--- src/rtl/fifo_wptr_full.sv ---
// Write-domain side of the async FIFO: binary/Gray write pointer, two-flop read-pointer
// synchroniser, and registered full / almost_full / level / sticky overflow flags.
module fifo_wptr_full #(
  parameter int unsigned NUM_BITS     = 4,
  parameter int unsigned DEPTH        = 16,
  parameter int unsigned AFULL_THRESH = 12
) (
  input  logic                w_clk,
  input  logic                w_rst,
  input  logic                w_en,
  input  logic [NUM_BITS:0]   rd_ptr_gray,
  output logic [NUM_BITS-1:0] w_ptr_bin,
  output logic [NUM_BITS:0]   w_ptr_gray,
  output logic                full,
  output logic                almost_full,
  output logic [NUM_BITS:0]   w_level,
  output logic                overflow
);

  localparam int unsigned N = NUM_BITS;
  // An out-of-range threshold saturates at DEPTH so almost_full still asserts when full.
  localparam int unsigned AfullEff = (AFULL_THRESH > DEPTH) ? DEPTH : AFULL_THRESH;
  localparam logic [N:0]  AfullLvl = (N+1)'(AfullEff);

  logic [N:0] wbin_q, wbin_d;
  logic [N:0] wgray_q, wgray_d;
  logic [N:0] rq1_q, rq2_q;
  logic [N:0] rbin_s;
  logic [N:0] level_q, level_d;
  logic       full_q, full_d;
  logic       afull_q, afull_d;
  logic       ovf_q, ovf_d;
  logic       push;

  always_comb begin
    push    = w_en & ~full_q;
    wbin_d  = wbin_q + {{N{1'b0}}, push};
    wgray_d = (wbin_d >> 1) ^ wbin_d;
    rbin_s  = '0;
    for (int i = 0; i <= int'(N); i++) begin
      rbin_s[i] = ^(rq2_q >> i);
    end
    // Full when the write pointer is exactly one lap ahead of the synchronised read pointer.
    full_d  = (wgray_d == {~rq2_q[N:N-1], rq2_q[N-2:0]});
    level_d = wbin_d - rbin_s;
    afull_d = (level_d >= AfullLvl);
    ovf_d   = ovf_q | (w_en & full_q);
  end

  always_ff @(posedge w_clk) begin
    if (w_rst) begin
      wbin_q  <= '0;
      wgray_q <= '0;
      rq1_q   <= '0;
      rq2_q   <= '0;
      level_q <= '0;
      full_q  <= 1'b0;
      afull_q <= 1'b0;
      ovf_q   <= 1'b0;
    end else begin
      wbin_q  <= wbin_d;
      wgray_q <= wgray_d;
      rq1_q   <= rd_ptr_gray;
      rq2_q   <= rq1_q;
      level_q <= level_d;
      full_q  <= full_d;
      afull_q <= afull_d;
      ovf_q   <= ovf_d;
    end
  end

  assign w_ptr_bin   = wbin_q[N-1:0];
  assign w_ptr_gray  = wgray_q;
  assign full        = full_q;
  assign almost_full = afull_q;
  assign w_level     = level_q;
  assign overflow    = ovf_q;

endmodule

--- config.mk ---
export PLATFORM = sky130hd
export DESIGN_NAME = fifo_wptr_full
export DESIGN_NICKNAME = d
export VERILOG_FILES = /design/src/rtl/fifo_wptr_full.sv
export SDC_FILE = /design/constraint.sdc
export NUM_CORES = 1
export LEC_CHECK = 0
export CAP_MARGIN = 20
export CORE_MARGIN = 2
export CORE_UTILIZATION = 49
export CTS_CLUSTER_DIAMETER = 40
export DETAILED_ROUTE_END_ITERATION = 8
export GPL_ROUTABILITY_DRIVEN = 1
export PLACE_DENSITY = 0.78
export SLEW_MARGIN = 20
export SYNTH_ARGS = -nofsm -noshare
export SYNTH_HDL_FRONTEND = slang
export SYNTH_SLANG_ARGS = --single-unit
--- constraint.sdc ---
create_clock -name w_clk -period 3.1 [get_ports w_clk]
set_input_delay 0.62 -clock w_clk [delete_from_list [all_inputs] [get_ports w_clk]]
set_output_delay 0.62 -clock w_clk [all_outputs]
set_load 0.1 [all_outputs]
==> flow_summary.ini, run 1 <==
[sta]
tightest_slew_ns = 0.4510
whs_ns = 0.4526
post-route-period-util = 0.8697
max_slew_margin = 0.6983
post-route-min-period_ns = 2.696
fin_setup_tns_ns = 0
setup_violations = 0
hold_viol_final = 0
skew_ns = 0.006084
drv_slew = 0
worst_slack_ns = 0.4039
clock.fmax_mhz = 370.9
rsz0062_at_grt = no

[global_routing]
grt_pass1_wl_microns = 3546
grt_pass1_vias = 828
grt_usage = 0.1764
antenna_found_initial = 0
grt_max_degree = 27
overflow = 0

[clock_network]
h-tree-depth = 1
cts_tree = done
cts-hold-fix-buffers = 0
clkTransAtPathRegs_ns = 0.14
clk_latency_ns = 0.33
cts_buffer_depth = 2
cts_sinks = 27
cts-root-buf = clkbuf_4
cts_buffers = 3
post_cts_resize_count = 0
cts_setup_buffers = 0

[logic_synthesis]
seq_area_frac_synth = 0.4675
synth_fp_nets = 125
syn_inst = 111
ys_warn_count = 0
synth_cell_types = 26
avgSynthCellArea_sq_um = 10.42
synth_seq_cells = 27
syn_area_sq_um = 1156

[route]
drc = 0
wl_microns = 2006
via_per_inst = 4.994
wl_per_cell_microns = 11.94
ant_nets = 0
vias = 839
firstDrtPassIters = 4
drt_iter0_markers = 6

[worst_setup_path]
cp.arrival_ns = 2.96
reg2regPathDepth = 11
reg2reg_slack_ns = 0.64
critical_path_class = in2reg
r2r_end = almost_full
cp.required_ns = 3.37
start_kind = primary input
timing.rr.start = rq2_q[4]
cp-end-kind = flip-flop
cp_max_fo = 6

[hold_path]
whs_path_depth = 1
worstHoldStart = rq1_q[1]
holdPathEnd = rq2_q[1]
hp-class = reg2reg

[cells_and_area]
antennaDiodeCount = 0
post-route-util = 0.6505
nNetsFinal = 155
layout-drive-gt1-share = 0.2429
syn_to_final_growth_pct = 24.46

[power]
combPwrFrac = 0.408
leakagePower_nw = 0.6552
share_clk_of_total_power = 0.168
internal-power_uw = 533.1
power_uw = 920.1
peakVddDrop_mv = 0.4949
seqPwrFrac = 0.424
powerDensity_nw_per_um2 = 639.5
p_sw_uw = 387.0
switching_share = 0.4206

[floorplan]
dieArea_sq_um = 2764
start_util = 0.5226
core_area_sq_um = 2212
die_w_microns = 52.58
num_rows = 17
ios = 25
die_h_microns = 52.58

[placed_design]
dpl.hpwl_microns = 1475
pre_cts_ws_ns = 0.07581
gp_congestion = 0.7355
port_buffers = 24

[status]
status = completed

[flow_run]
maxCapViolations = 0
-- per-stage QoR --
stage               cells  area, sq um
finish                168         1439
global route          168         1439
CTS                   168         1439
detailed placement    164         1411
global placement      164         1411
floorplan             111         1156
-- placed cells by master, fill, tap and decap left out, drive strengths merged --
cell / synthesis / layout
dfxtp: 27 / 27
buf: 1 / 22
nor2b: 15 / 15
nor2: 13 / 13
xor2: 10 / 10
xnor2: 8 / 8
clkdlybuf4s50: 0 / 7
ha: 6 / 6
inv: 5 / 5
a21oi: 4 / 4
nand3: 3 / 3
clkbuf: 3 / 3
a2111oi: 2 / 2
nor3: 2 / 2
mux2i: 2 / 2
and2: 2 / 2
o2111ai: 1 / 1
a41oi: 1 / 1
nor4: 1 / 1
and4b: 1 / 1
o21bai: 1 / 1
a41o: 1 / 1
or3: 1 / 1
o22ai: 1 / 1
clkinv: 0 / 1
-- how the worst max path moves through the flow --
stage	start	slack, ns	to
after floorplan	full	0.08	almost_full
after global placement	w_en	0.17	full
after detailed placement	w_en	0.08	almost_full
after CTS	w_en	0.39	almost_full
after global routing	w_en	0.26	almost_full
final	w_en	0.40	almost_full
-- power by group through the flow --
| stage | registers, mW | logic [mW] | clock network, mW |
|---|---|---|---|
| global route | 0.394 | 0.398 | 0.169 |
| detailed placement | 0.398 | 0.377 | 0 |
| global placement | 0.397 | 0.370 | 0 |
| finish | 0.390 | 0.375 | 0.155 |
| CTS | 0.390 | 0.378 | 0.155 |
| floorplan | 0.584 | 0.113 | 0 |
-- cells by family after synthesis --
family	Yosys count	synth area share
xor gates and xnor gates	18	0.1623
buffers and inverters	9	0.02922
AOI/OAI and AO/OA	11	0.07902
and+or+nand+nor	38	0.1797
muxes	2	0.01732
DFF	27	0.4675
adders and majority gates	6	0.06493
-- cell type report --
cell class	instances	area [sq um]
clock buffer	3	22.52
clock inverter	1	5.005
fill	203	773.2
inverter	5	18.77
multi-input combinational	75	581.8
sequential	27	540.5
tap	28	35.03
timing repair buffer	29	235.2
-- critical path: stages --
cell and delay, ns:
clkdlybuf4s50_1 0.43, nor2b_1 0.15, ha_1 0.19, ha_1 0.23
xor2_2 0.20, ha_1 0.33, buf_4 0.17, nor3_1 0.21
a41oi_1 0.07, and4b_4 0.22, o22ai_1 0.16
-- flip-flops by register name, summed over array words and instances, names as in the netlist --
register and flops:
full 1, wbin_q 5, overflow 1, w_level 5, rq2_q 5, w_ptr_gray 4, rq1_q 5, almost_full 1
-- routing by layer --
layer,wire length [microns],track usage,share of wire,up-vias
met1,866,0.2162,0.43,388
li1,-,-,-,423
met5,0,0,0,-
met4,34,0.07692,0.017,0
met2,1015,0.2979,0.51,23
met3,89,0.03429,0.044,5
-- Yosys cell counts --
library cell / instances / share of area
dfxtp_1: 27 / 0.47
nor2b_1: 15 / 0.081
nor2_1: 13 / 0.042
xor2_1: 8 / 0.061
ha_1: 6 / 0.065
xnor2_1: 6 / 0.045
inv_1: 5 / 0.016
a21oi_1: 4 / 0.017
clkbuf_1: 3 / 0.0097
nand3_1: 3 / 0.013
a2111oi_2: 2 / 0.026
mux2i_1: 2 / 0.017
nor3_1: 2 / 0.0087
xnor2_2: 2 / 0.028
xor2_2: 2 / 0.028
a41o_1: 1 / 0.0087
a41oi_1: 1 / 0.0076
and2_1: 1 / 0.0054
and2_2: 1 / 0.0065
and4b_4: 1 / 0.012
buf_1: 1 / 0.0032
nor4_1: 1 / 0.0054
o2111ai_1: 1 / 0.0076
o21bai_1: 1 / 0.0065
o22ai_1: 1 / 0.0054
or3_1: 1 / 0.0054
Power figures use the tool's default switching activity.
==> run 2, diff against run 1 <==
--- a/config.mk
+++ b/config.mk
@@ -12,7 +12,7 @@
 export DETAILED_ROUTE_END_ITERATION = 8
 export GPL_ROUTABILITY_DRIVEN = 1
 export PLACE_DENSITY = 0.78
-export SLEW_MARGIN = 20
+export SLEW_MARGIN = 40
 export SYNTH_ARGS = -nofsm -noshare
 export SYNTH_HDL_FRONTEND = slang
 export SYNTH_SLANG_ARGS = --single-unit
==> results of run 2 <==
Final layout, timing and power as in run 1 (identical DEF).
==> run 3, diff against run 2 <==
==> constraint.sdc (replaced) <==
create_clock -name w_clk -period 3.05 [get_ports w_clk]
set_input_delay 0.61 -clock w_clk [delete_from_list [all_inputs] [get_ports w_clk]]
set_output_delay 0.61 -clock w_clk [all_outputs]
set_load 0.1 [all_outputs]
==> results of run 3 <==
The final DEF is identical to that of run 1. Status: completed.
Main changes from that run: setup slack after placement 0.07581 ns -> 0.03581 ns; setup slack after layout 0.4039 ns -> 0.3639 ns; register-to-register setup slack 0.64 ns -> 0.59 ns; total power 0.9201 mW -> 0.9352 mW; worst IR drop on VDD 0.4949 mV -> 0.5030 mV
